### src/rtl/clk_rst_seq.sv
// clk_rst_seq: multi-channel staggered reset and clock-enable sequencer.
// Latency: all outputs registered; one clk from any input to its output effect.
// Backpressure: none; free-running sequencer with no handshake inputs.
//
// Ports:
//   clk          rising-edge clock for all logic
//   rst          synchronous active-high reset
//   soft_rst_i   single-cycle request to re-run the reset sequence
//   div_i        per-channel divisors, channel i at [i*CntWidth +: CntWidth]
//   div_load_i   samples div_i into the divisor registers
//   rst_n_o      per-channel active-low resets, released one by one
//   clk_en_o     per-channel clock-enable pulses (RUN only)
//   seq_done_o   high while in RUN
//   cycle_cnt_o  saturating RUN-cycle counter when CLK_RST_SEQ_CYCLE_CNT_EN
//                is defined, otherwise tied to zero
module clk_rst_seq #(
    parameter int NumChannels   = 4,
    parameter int CntWidth      = 8,
    parameter int RstHoldCycles = 16,
    parameter int StaggerCycles = 2
) (
    input  logic                            clk,
    input  logic                            rst,
    input  logic                            soft_rst_i,
    input  logic [NumChannels*CntWidth-1:0] div_i,
    input  logic                            div_load_i,
    output logic [NumChannels-1:0]          rst_n_o,
    output logic [NumChannels-1:0]          clk_en_o,
    output logic                            seq_done_o,
    output logic [31:0]                     cycle_cnt_o
);

    localparam int HoldW = (RstHoldCycles > 1) ? $clog2(RstHoldCycles) : 1;
    localparam int StagW = (StaggerCycles > 1) ? $clog2(StaggerCycles) : 1;
    localparam int IdxW  = (NumChannels > 1) ? $clog2(NumChannels) : 1;

    localparam logic [HoldW-1:0] HoldLast   = HoldW'(RstHoldCycles - 1);
    localparam logic [StagW-1:0] StagReload = StagW'(StaggerCycles - 1);
    localparam logic [IdxW-1:0]  IdxLast    = IdxW'(NumChannels - 1);

    typedef enum logic [1:0] {
        S_HOLD    = 2'd0,
        S_RELEASE = 2'd1,
        S_RUN     = 2'd2
    } state_e;

    state_e                          state_q, state_d;
    logic [HoldW-1:0]                hold_q, hold_d;
    logic [StagW-1:0]                stag_q, stag_d;
    logic [IdxW-1:0]                 idx_q, idx_d;
    logic [NumChannels-1:0]          rst_n_q, rst_n_d;
    logic [NumChannels-1:0]          en_q, en_d;
    logic                            done_q, done_d;
    logic [NumChannels*CntWidth-1:0] div_q, div_d;
    // Per-channel divider phase: the phase the next output cycle will have.
    // Phase 0 means that cycle carries a pulse.
    logic [NumChannels*CntWidth-1:0] dcnt_q, dcnt_d;
    logic                            run_next;

    always_comb begin
        logic [CntWidth-1:0] base_cnt;
        logic [CntWidth-1:0] d_cur;

        state_d  = state_q;
        hold_d   = hold_q;
        stag_d   = stag_q;
        idx_d    = idx_q;
        rst_n_d  = rst_n_q;
        done_d   = done_q;
        div_d    = div_q;
        dcnt_d   = '0;
        en_d     = '0;
        base_cnt = '0;
        d_cur    = '0;

        if (soft_rst_i) begin
            state_d = S_HOLD;
            hold_d  = '0;
            stag_d  = '0;
            idx_d   = '0;
            rst_n_d = '0;
            done_d  = 1'b0;
        end else begin
            case (state_q)
                S_HOLD: begin
                    if (hold_q == HoldLast) begin
                        state_d = S_RELEASE;
                        idx_d   = '0;
                        stag_d  = '0;
                    end else begin
                        hold_d = hold_q + 1'b1;
                    end
                end
                S_RELEASE: begin
                    // stag_q==0 marks the edge on which the current channel
                    // is released; afterwards it counts down the spacing.
                    if (stag_q == '0) begin
                        rst_n_d[idx_q] = 1'b1;
                        if (idx_q == IdxLast) begin
                            state_d = S_RUN;
                            done_d  = 1'b1;
                        end else begin
                            idx_d  = idx_q + 1'b1;
                            stag_d = StagReload;
                        end
                    end else begin
                        stag_d = stag_q - 1'b1;
                    end
                end
                S_RUN: begin
                    state_d = S_RUN;
                end
                default: begin
                    state_d = S_HOLD;
                    hold_d  = '0;
                    rst_n_d = '0;
                    done_d  = 1'b0;
                end
            endcase
        end

        if (div_load_i) begin
            div_d = div_i;
        end

        // Dividers run in any cycle that will be spent in RUN, so the
        // first RUN cycle already carries a pulse for every d>=1.
        run_next = !soft_rst_i && (state_d == S_RUN);

        for (int i = 0; i < NumChannels; i++) begin
            // A load restarts every divider at phase 0 immediately.
            base_cnt = div_load_i ? '0 : dcnt_q[i*CntWidth +: CntWidth];
            d_cur    = div_d[i*CntWidth +: CntWidth];
            if (run_next && rst_n_d[i] && (d_cur != '0)) begin
                en_d[i] = (base_cnt == '0);
                if (base_cnt >= d_cur - CntWidth'(1)) begin
                    dcnt_d[i*CntWidth +: CntWidth] = '0;
                end else begin
                    dcnt_d[i*CntWidth +: CntWidth] = base_cnt + 1'b1;
                end
            end
        end
    end

    always_ff @(posedge clk) begin
        if (rst) begin
            state_q <= S_HOLD;
            hold_q  <= '0;
            stag_q  <= '0;
            idx_q   <= '0;
            rst_n_q <= '0;
            en_q    <= '0;
            done_q  <= 1'b0;
            div_q   <= {NumChannels{CntWidth'(1)}};
            dcnt_q  <= '0;
        end else begin
            state_q <= state_d;
            hold_q  <= hold_d;
            stag_q  <= stag_d;
            idx_q   <= idx_d;
            rst_n_q <= rst_n_d;
            en_q    <= en_d;
            done_q  <= done_d;
            div_q   <= div_d;
            dcnt_q  <= dcnt_d;
        end
    end

    assign rst_n_o    = rst_n_q;
    assign clk_en_o   = en_q;
    assign seq_done_o = done_q;

`ifdef CLK_RST_SEQ_CYCLE_CNT_EN
    logic [31:0] cyc_q, cyc_d;

    always_comb begin
        cyc_d = cyc_q;
        if (soft_rst_i) begin
            cyc_d = '0;
        end else if ((state_q == S_RUN) && (cyc_q != 32'hFFFF_FFFF)) begin
            cyc_d = cyc_q + 32'd1;
        end
    end

    always_ff @(posedge clk) begin
        if (rst) begin
            cyc_q <= '0;
        end else begin
            cyc_q <= cyc_d;
        end
    end

    assign cycle_cnt_o = cyc_q;
`else
    assign cycle_cnt_o = 32'd0;
`endif

endmodule

### config.mk
export PLATFORM = sky130hd
export DESIGN_NAME = clk_rst_seq
export DESIGN_NICKNAME = d
export VERILOG_FILES = /design/src/rtl/clk_rst_seq.sv
export SDC_FILE = /design/constraint.sdc
export NUM_CORES = 1
export LEC_CHECK = 0
export CAP_MARGIN = 10
export CORE_UTILIZATION = 25
export DETAILED_ROUTE_END_ITERATION = 10
export PLACE_DENSITY = 0.44
export SYNTH_ARGS = -nofsm -noshare
export SYNTH_HDL_FRONTEND = slang
export SYNTH_SLANG_ARGS = --single-unit
### constraint.sdc
create_clock -name clk -period 5.2 [get_ports clk]
set_input_delay 1.3 -clock clk [delete_from_list [all_inputs] [get_ports clk]]
set_output_delay 1.3 -clock clk [all_outputs]
set_load 0.005 [all_outputs]
# --- Yosys cells after proc, flatten, opt, wreduce, memory -nomap -nowiden ---
# Index checks and enable logic that the tools add are counted.
classes:
  add_sub_neg: 11
  order_cmp: 6
  eq_ne: 10
  n_mux: 28
  bitwise_logic: 7
  n_reduce_logical: 36
ops:
  columns: ["op", "n"]
  rows:
  - ["$add A8 B1 Y8 const B", 4]
  - ["$ge A8 B8 Y1", 4]
  - ["$logic_not A8 Y1", 4]
  - ["$mux W32", 1]
  - ["$mux W8", 4]
  - ["$reduce_bool A8 Y1", 4]
  - ["$sub A8 B1 Y8 const B", 4]
  - ["$pmux W4 S2", 2]
  - ["$mux W2", 7]
  - ["$reduce_or A2 Y1", 7]
  - ["$mux W4", 3]
  - ["$reduce_or A3 Y1", 4]
  - ["$logic_and A1 B1 Y1", 10]
  - ["$ne A2 B2 Y1 const B", 5]
  - ["$eq A2 B2 Y1 const B", 3]
  - ["$mux W1", 6]
  - ["$not A1 Y1", 6]
  - ["$pmux W2 S3", 1]
  - ["$add A4 B1 Y4 const B", 1]
  - ["$eq A4 B4 Y1 const B", 1]
  - ["$or A4 B4 Y4", 1]
  - ["$pmux W1 S2", 2]
  - ["$pmux W2 S2", 1]
  - ["$reduce_and A2 Y1", 2]
  - ["other kinds (11)", 11]
word_totals:
  regBits: 82
  inputBits: 36
  output_inout_bits: 41

# --- Longest topological paths before layout ---
# Gate-level depths: netlist of run 1.
logic_depth:
  word_depth: 12
  ltp_mapped: 14

# --- Worst setup path after synthesis of run 1 ---
# OpenSTA, ideal clock, no wires.
synth_path:
  path_kind: "input to register"
  start: "input port div_load_i"
  end: "register dcnt_q[3]"
  setup_time_ns: 0.142
  t_arrival_ns: 3.937
  t_required_ns: 5.058
  path_slack_ns: 1.121
  cell_stages: 14
  n_path_buf: 4
  path_cell_list: "buf_2 -> buf_4 -> buf_2 -> buf_2 -> mux2i_1 -> ha_1 -> o21ai_0 -> nor2_1 -> xor2_1 -> ha_1 -> nand2_1 -> or3_1 -> o221ai_1 -> nor4b_1"
synth_between:
  elab_chain_len: 5
synth_lines:
  columns: ["item", "line_no", "rtl"]
  rows:
  - ["start, declared", "26", "input logic div_load_i,"]
  - ["branches (longest 5 deep; another with $sub A8 B1 Y8)", null, null]
  - ["end signal, assigned", "165", "dcnt_q <= dcnt_d;"]
  - ["end, declared", "57", "logic [NumChannels*CntWidth-1:0] dcnt_q, dcnt_d;"]
# Several ways; the timed one is not identified.
# A chain may end at the register's enable or synchronous reset.

# --- Worst setup path in the final report of run 1 ---
layout_path:
  start: "input port div_load_i"
  end: "register dcnt_q[11]"
# The elaborated chain is that of the path after synthesis.

==> qor.txt, run 1 <==
status -> completed
crit start category -> input pin
Hold Startpoint -> hold_q[0]
TritonRoute pass-1 iters -> 6
gr busiest metal -> met2
family with the most delay on the worst path -> buffers and inverters
clk_lat worst skew -> 350 ps
Hold Path Class -> reg -> reg
setup_tns -> 0 ps
clock sink count -> 82
max cap viols -> 0
critical path class -> in -> reg
chip height -> 151 um
Yosys warning total -> 0
hold_buf cts -> 0
area of the die -> 22800 um2
Worst EP required -> 5380 ps
sw frac -> 25.7%
Setup-failing EPs final -> 0
DPL Wire Length -> 10.1 mm
wire per inst -> 14.1 um
RePlAce Congestion -> 0.764
Worst Skew -> 5.98 ps
WHS -> 521 ps
sequential share of the synthesized area -> 29.6%
CTS H-tree depth -> 3
Syn Area/Cell -> 8.84 um2
diode count -> 0
Routed WL -> 13.4 mm
antenna viol nets, final -> 0
P_sw -> 0.383 mW
met3 Usage GRT -> 3.46%
unrepaired setup endpoints after global routing -> no
CP Cell Sequence -> buf_4 -> buf_4 -> mux2i_1 -> ha_1 -> nand3b_1 -> xnor2_1 -> mux2i_1 -> ha_1 -> nand2_1 -> or3_1 -> o221ai_1 -> nor4b_1
Tot GR Track Use -> 12.4%
Site Rows -> 54
peak supply drop -> 0.150 mV
GRT overflow -> 0
clock-pin slew on the worst setup and hold paths -> 60 ps
CTS tree -> done
CTS max path bufs -> 2
Seq pwr share -> 43.9%
met2 usage -> 20.6%
I/O pin cnt -> 77
layout cells sized above 1 -> 5.07%
Critical Path AT -> 4380 ps
Pleak -> 2.55 nW
max_slew headroom -> 24.7%
number of synthesized flops with an enable pin -> 0
Yosys reg bits -> 82
Final Critical Period -> 4200 ps
Pint -> 1.11 mW
r2r startpoint -> state_q[0]
DRT iter0 DRCs -> 139
Comb pwr share -> 14.4%
Root Buffer -> clkbuf_16
post-synth cell types -> 58
Final Slew Violations -> 0
commonest non-fill, non-tap cells in the layout -> dfxtp_1 (82), nor2_1 (62), ha_1 (57)
Buffers & Inverters on Critical Path -> 2
Post-Synthesis Cells -> 627
Post-Synth Adder-Cell Area -> 12.9%
Async SR Flop Fraction -> 0%
post-synthesis mux area share -> 6.95%
fmax -> 238 MHz
Final Hold Vio Count -> 0
slowest CP cell -> o221ai_1
GR met1 Demand/Resource -> 15.3%
CP max FO -> 39
initial antenna violation count -> 1
Final period util -> 80.8%
largest family of logic cells by synthesized area -> simple AND/OR/NAND/NOR gates
commonest non-fill, non-tap cell in the layout -> dfxtp_1
input/output buffers -> 44
Critical Path Source -> div_load_i
Die W -> 151 um
post-CTS sizing -> 0
Initial Util -> 25.5%
nets -> 760
Pwr per Cell Area -> 232 nW/um2
Compound-Gate Fraction of Synth Area -> 9.21%
synthesized area -> 5550 um2
Setup crit end kind -> flip-flop
largest net degree at the start of global routing -> 40
Setup Buffers After CTS -> 0
Simple-Gate Fraction of Synth Area -> 25.3%
Top FF cell, synth -> dfxtp_1
xor/xnor share of the synthesized area -> 8.06%
slowest stage delay, CP -> 630 ps
# DRC -> 0
power share of the clock group -> 41.7%
slew at the pin with the worst max-slew slack -> 1130 ps
global-route wire length before repair -> 22.1 mm
number of fill cells -> 2312
clock buffer count from CTS -> 9
via count -> 4469
vias in the first global route -> 4403
CORE AREA -> 21800 um2
synthesis-to-finish area growth -> 15.9%
drt via density -> 4.70
-- worst reg2reg max path, stage by stage (launching register included) --
cell and delay [ps]:
dfxtp_1 390, inv_1 110, ha_1 510, a211oi_1 180
a2111oi_2 460, nand2_1 750, nor4b_1 580
-- Yosys cell counts, types with 3 or more instances --
cell	count	area [um2]
o211ai_1	3	22.5
or3_1	4	25.0
and3_1	3	18.8
ha_1	57	713
nor3_1	22	110
a21oi_1	13	65.1
or4_1	5	37.5
nor2b_1	33	206
mux2i_1	36	360
nand4_1	8	50.1
nor4b_1	10	87.6
xor2_1	20	175
a211oi_1	3	22.5
nand2_1	9	33.8
nor3b_1	9	67.6
nand3_1	19	95.1
o31ai_1	3	22.5
buf_4	36	270
nor2_1	62	233
o221ai_1	4	35.0
nand2b_1	19	119
o21ai_0	18	90.1
a211o_1	3	26.3
buf_2	11	55.1
nor4_1	27	169
clkbuf_1	7	26.3
nand3b_1	8	60.1
dfxtp_1	82	1640
inv_1	21	78.8
o21a_1	4	30.0
a31oi_1	3	18.8
xnor2_1	31	272
-- final timing paths --
check	endpoint	slack [ps]	depth (start not counted)
setup reg to reg	dcnt_q[11]	2110	6
hold / removal	hold_q[0]	520	2
hold reg to reg	hold_q[0]	520	2
setup / recovery	dcnt_q[11]	1000	12
-- final cells by class --
type / instances / area, um2 / area share, %
multi-input combinational: 500 / 3580 / 55.7
clock inverter: 4 / 45.0 / 0.701
tap: 280 / 350 / 5.45
timing repair buffer: 53 / 505 / 7.86
sequential: 82 / 1640 / 25.5
inverter: 21 / 78.8 / 1.23
clock buffer: 10 / 229 / 3.56
-- power groups by stage --
stage	registers [mW]	logic (mW)	clock network [mW]
3_5_place_dp	0.667	0.217	0
3_3_place_gp	0.667	0.214	0
6_report	0.653	0.214	0.622
5_1_grt	0.655	0.245	0.672
4_1_cts	0.653	0.218	0.650
2_1_floorplan	0.665	0.163	0
-- registers in the layout, indices dropped and copies added (netlist names) --
register    count
hold_q          4
clk_en_o        4
state_q         2
idx_q           2
rst_n_o         4
dcnt_q         32
seq_done_o      1
stag_q          1
div_q          32
-- layer usage --
layer | up-vias | share of wire (%)
met5 | - | 0.097
met4 | 2 | 1.7
li1 | 2264 | -
met2 | 78 | 48
met1 | 2105 | 46
met3 | 20 | 3.9
-- metrics by stage --
step / utilization [%] / power [mW] / std cells / cell area (um2) / setup slack, ps
final: 29.5 / 1.49 / 950 / 6430 / 996
after global routing: 29.5 / 1.57 / 950 / 6430 / 738
after CTS: 29.5 / 1.52 / 950 / 6430 / 1000
after detailed placement: 28.3 / 0.884 / 936 / 6150 / 660
after global placement: 28.3 / 0.881 / 936 / 6150 / 748
after floorplan: - / 0.828 / 658 / 5660 / 1120
-- cell families after synthesis --
kind of cell / Yosys count
fa+ha+maj: 57
compound gates: 73
simple gates: 249
xor+xnor: 51
buf+inv: 76
flops: 82
other cells: 1
mux: 38
Note: power is estimated with default switching activity, not from simulation.
==> inputs of run 2 (changes only) <==
--- a/config.mk
+++ b/config.mk
@@ -8,7 +8,7 @@
 export CAP_MARGIN = 10
 export CORE_UTILIZATION = 25
 export DETAILED_ROUTE_END_ITERATION = 10
-export PLACE_DENSITY = 0.44
+export PLACE_DENSITY = 0.45
 export SYNTH_ARGS = -nofsm -noshare
 export SYNTH_HDL_FRONTEND = slang
 export SYNTH_SLANG_ARGS = --single-unit
==> constraint.sdc (replaced) <==
create_clock -name clk -period 3.8 [get_ports clk]
set_input_delay 0.95 -clock clk [delete_from_list [all_inputs] [get_ports clk]]
set_output_delay 0.95 -clock clk [all_outputs]
set_load 0.005 [all_outputs]
==> run 2 against run 1 <==
Net effect: global-route usage up 0.21 points; final cell count is 2.2% higher; clock power grew 37%; the flow now finishes with violations (DRC); combinational power up 48%; setup slack got worse by 690 ps; die area did not move; sequential share of layout area decreased by 0.63 points; sequential power rose by 37%; utilization up 0.75 points; flip-flop and latch count did not move; critical path depth shrank 2.
==> qor.txt, run 2 (same netlist as run 1, synthesis figures left out) <==
DP Area -> 6310 um2
Seq pwr share -> 43.3%
commonest non-fill, non-tap cells in the layout -> dfxtp_1 (82), nor2_1 (62), ha_1 (57)
Worst Skew -> 5.67 ps
DPL Wire Length -> 10.3 mm
Pint -> 1.51 mW
commonest non-fill, non-tap cell in the layout -> dfxtp_1
antenna viol nets, final -> 0
Hold Path Class -> reg -> reg
number of fill cells -> 2285
# DRC -> 1
slew at the pin with the worst max-slew slack -> 990 ps
Site Rows -> 54
CTS H-tree depth -> 3
gr busiest metal -> met2
TritonRoute pass-1 iters -> 9
CP Cell Sequence -> buf_4 -> buf_4 -> mux2i_1 -> o2111ai_1 -> nor2_1 -> xor2_1 -> ha_1 -> nand3_1 -> o31ai_1 -> nor4_1
Comb pwr share -> 15.4%
P_sw -> 0.554 mW
flop2flop setup slack -> 1140 ps
GRT overflow -> 0
status -> finished with violations
clock sink count -> 82
via count -> 4536
CTS tree -> done
Final Slew Violations -> 0
Die W -> 151 um
fmax -> 286 MHz
power share of the clock group -> 41.3%
clock-pin slew on the worst setup and hold paths -> 60 ps
max_slew headroom -> 33.5%
post-CTS sizing -> 0
Final period util -> 92.1%
crit start category -> input pin
GR met1 Demand/Resource -> 16.0%
slowest CP cell -> o31ai_1
chip height -> 151 um
met3 Usage GRT -> 2.83%
met2 usage -> 21.4%
Root Buffer -> clkbuf_16
hold_buf cts -> 0
clk_lat worst skew -> 350 ps
Final Critical Period -> 3500 ps
Final Hold Vio Count -> 0
Pwr per Cell Area -> 313 nW/um2
Worst EP required -> 3990 ps
critical path's most frequent cell -> buf_4
Final WS setup -> 302 ps
failing checks -> DRC
Tot GR Track Use -> 12.6%
Critical Path AT -> 3690 ps
Routed WL -> 13.6 mm
CTS max path bufs -> 2
area of the die -> 22800 um2
CORE AREA -> 21800 um2
peak supply drop -> 0.197 mV
Setup-failing EPs final -> 0
DRT iter0 DRCs -> 172
final core utilization -> 30.3%
CP max FO -> 23
Pleak -> 2.65 nW
clock buffer count from CTS -> 9
RePlAce Congestion -> 0.807
Setup Buffers After CTS -> 0
I/O pin cnt -> 77
critical path class -> in -> reg
DP Worst Slack -> -66.8 ps
drt via density -> 4.67
max cap viols -> 0
vias in the first global route -> 4461
biggest regs -> dcnt_q: 32 flops, div_q: 32 flops
layout cells sized above 1 -> 8.10%
largest net degree at the start of global routing -> 35
final instance area -> 6590 um2
wire per inst -> 14.0 um
input/output buffers -> 44
unrepaired setup endpoints after global routing -> no
diode count -> 0
synthesis-to-finish area growth -> 18.9%
sw frac -> 26.9%
initial antenna violation count -> 0
nets -> 779
Initial Util -> 25.5%
Setup crit end kind -> flip-flop
slowest stage delay, CP -> 790 ps
global-route wire length before repair -> 22.5 mm
run 2: per-stage QoR:
step	hold WS, ps	cells	power [mW]	setup TNS, ps
2_1_floorplan	466	658	1.13	0
6_report	514	971	2.06	0
3_3_place_gp	491	955	1.23	-22.9
5_1_grt	529	971	2.17	0
3_5_place_dp	499	955	1.23	-398
4_1_cts	508	971	2.10	0
run 2: critical path, delay by kind of cell:
family                   cells  cell delay (ps)
buffers and inverters        2              600
XOR/XNOR                     1               90
AND/OR/NAND/NOR              3              350
AO/OA/AOI/OAI                2             1020
adder cells (fa/ha/maj)      1              300
multiplexers                 1              350
run 2: power by group through the flow:
stage	combinational, mW	sequential [mW]	clock, mW
floorplan	0.224	0.909	0
global placement	0.315	0.912	0
detailed placement	0.318	0.913	0
CTS	0.321	0.893	0.882
global route	0.359	0.895	0.915
finish	0.317	0.894	0.852
run 2: path summary, 6_finish.rpt:
kind | from | end | depth (start not counted)
setup reg to reg | div_q[25] | dcnt_q[28] | 9
hold / removal | hold_q[1] | hold_q[1] | 2
hold reg to reg | hold_q[1] | hold_q[1] | 2
setup / recovery | div_load_i | dcnt_q[23] | 10
run 2: final cells by class:
class	instances	area [um2]	area share [%]
inverters	21	78.8	1.20
flip-flops and latches	82	1640	24.9
multi-input cells	500	3580	54.3
clock inverters	5	28.8	0.437
well taps	280	350	5.32
repair buffers	72	661	10.0
clock buffers	11	253	3.83
run 2: metal layers:
layer	routed length (um)	part of all wire, %
met3	412	3.0
met1	6540	48
met2	6530	48
met5	0	0
met4	141	1.0
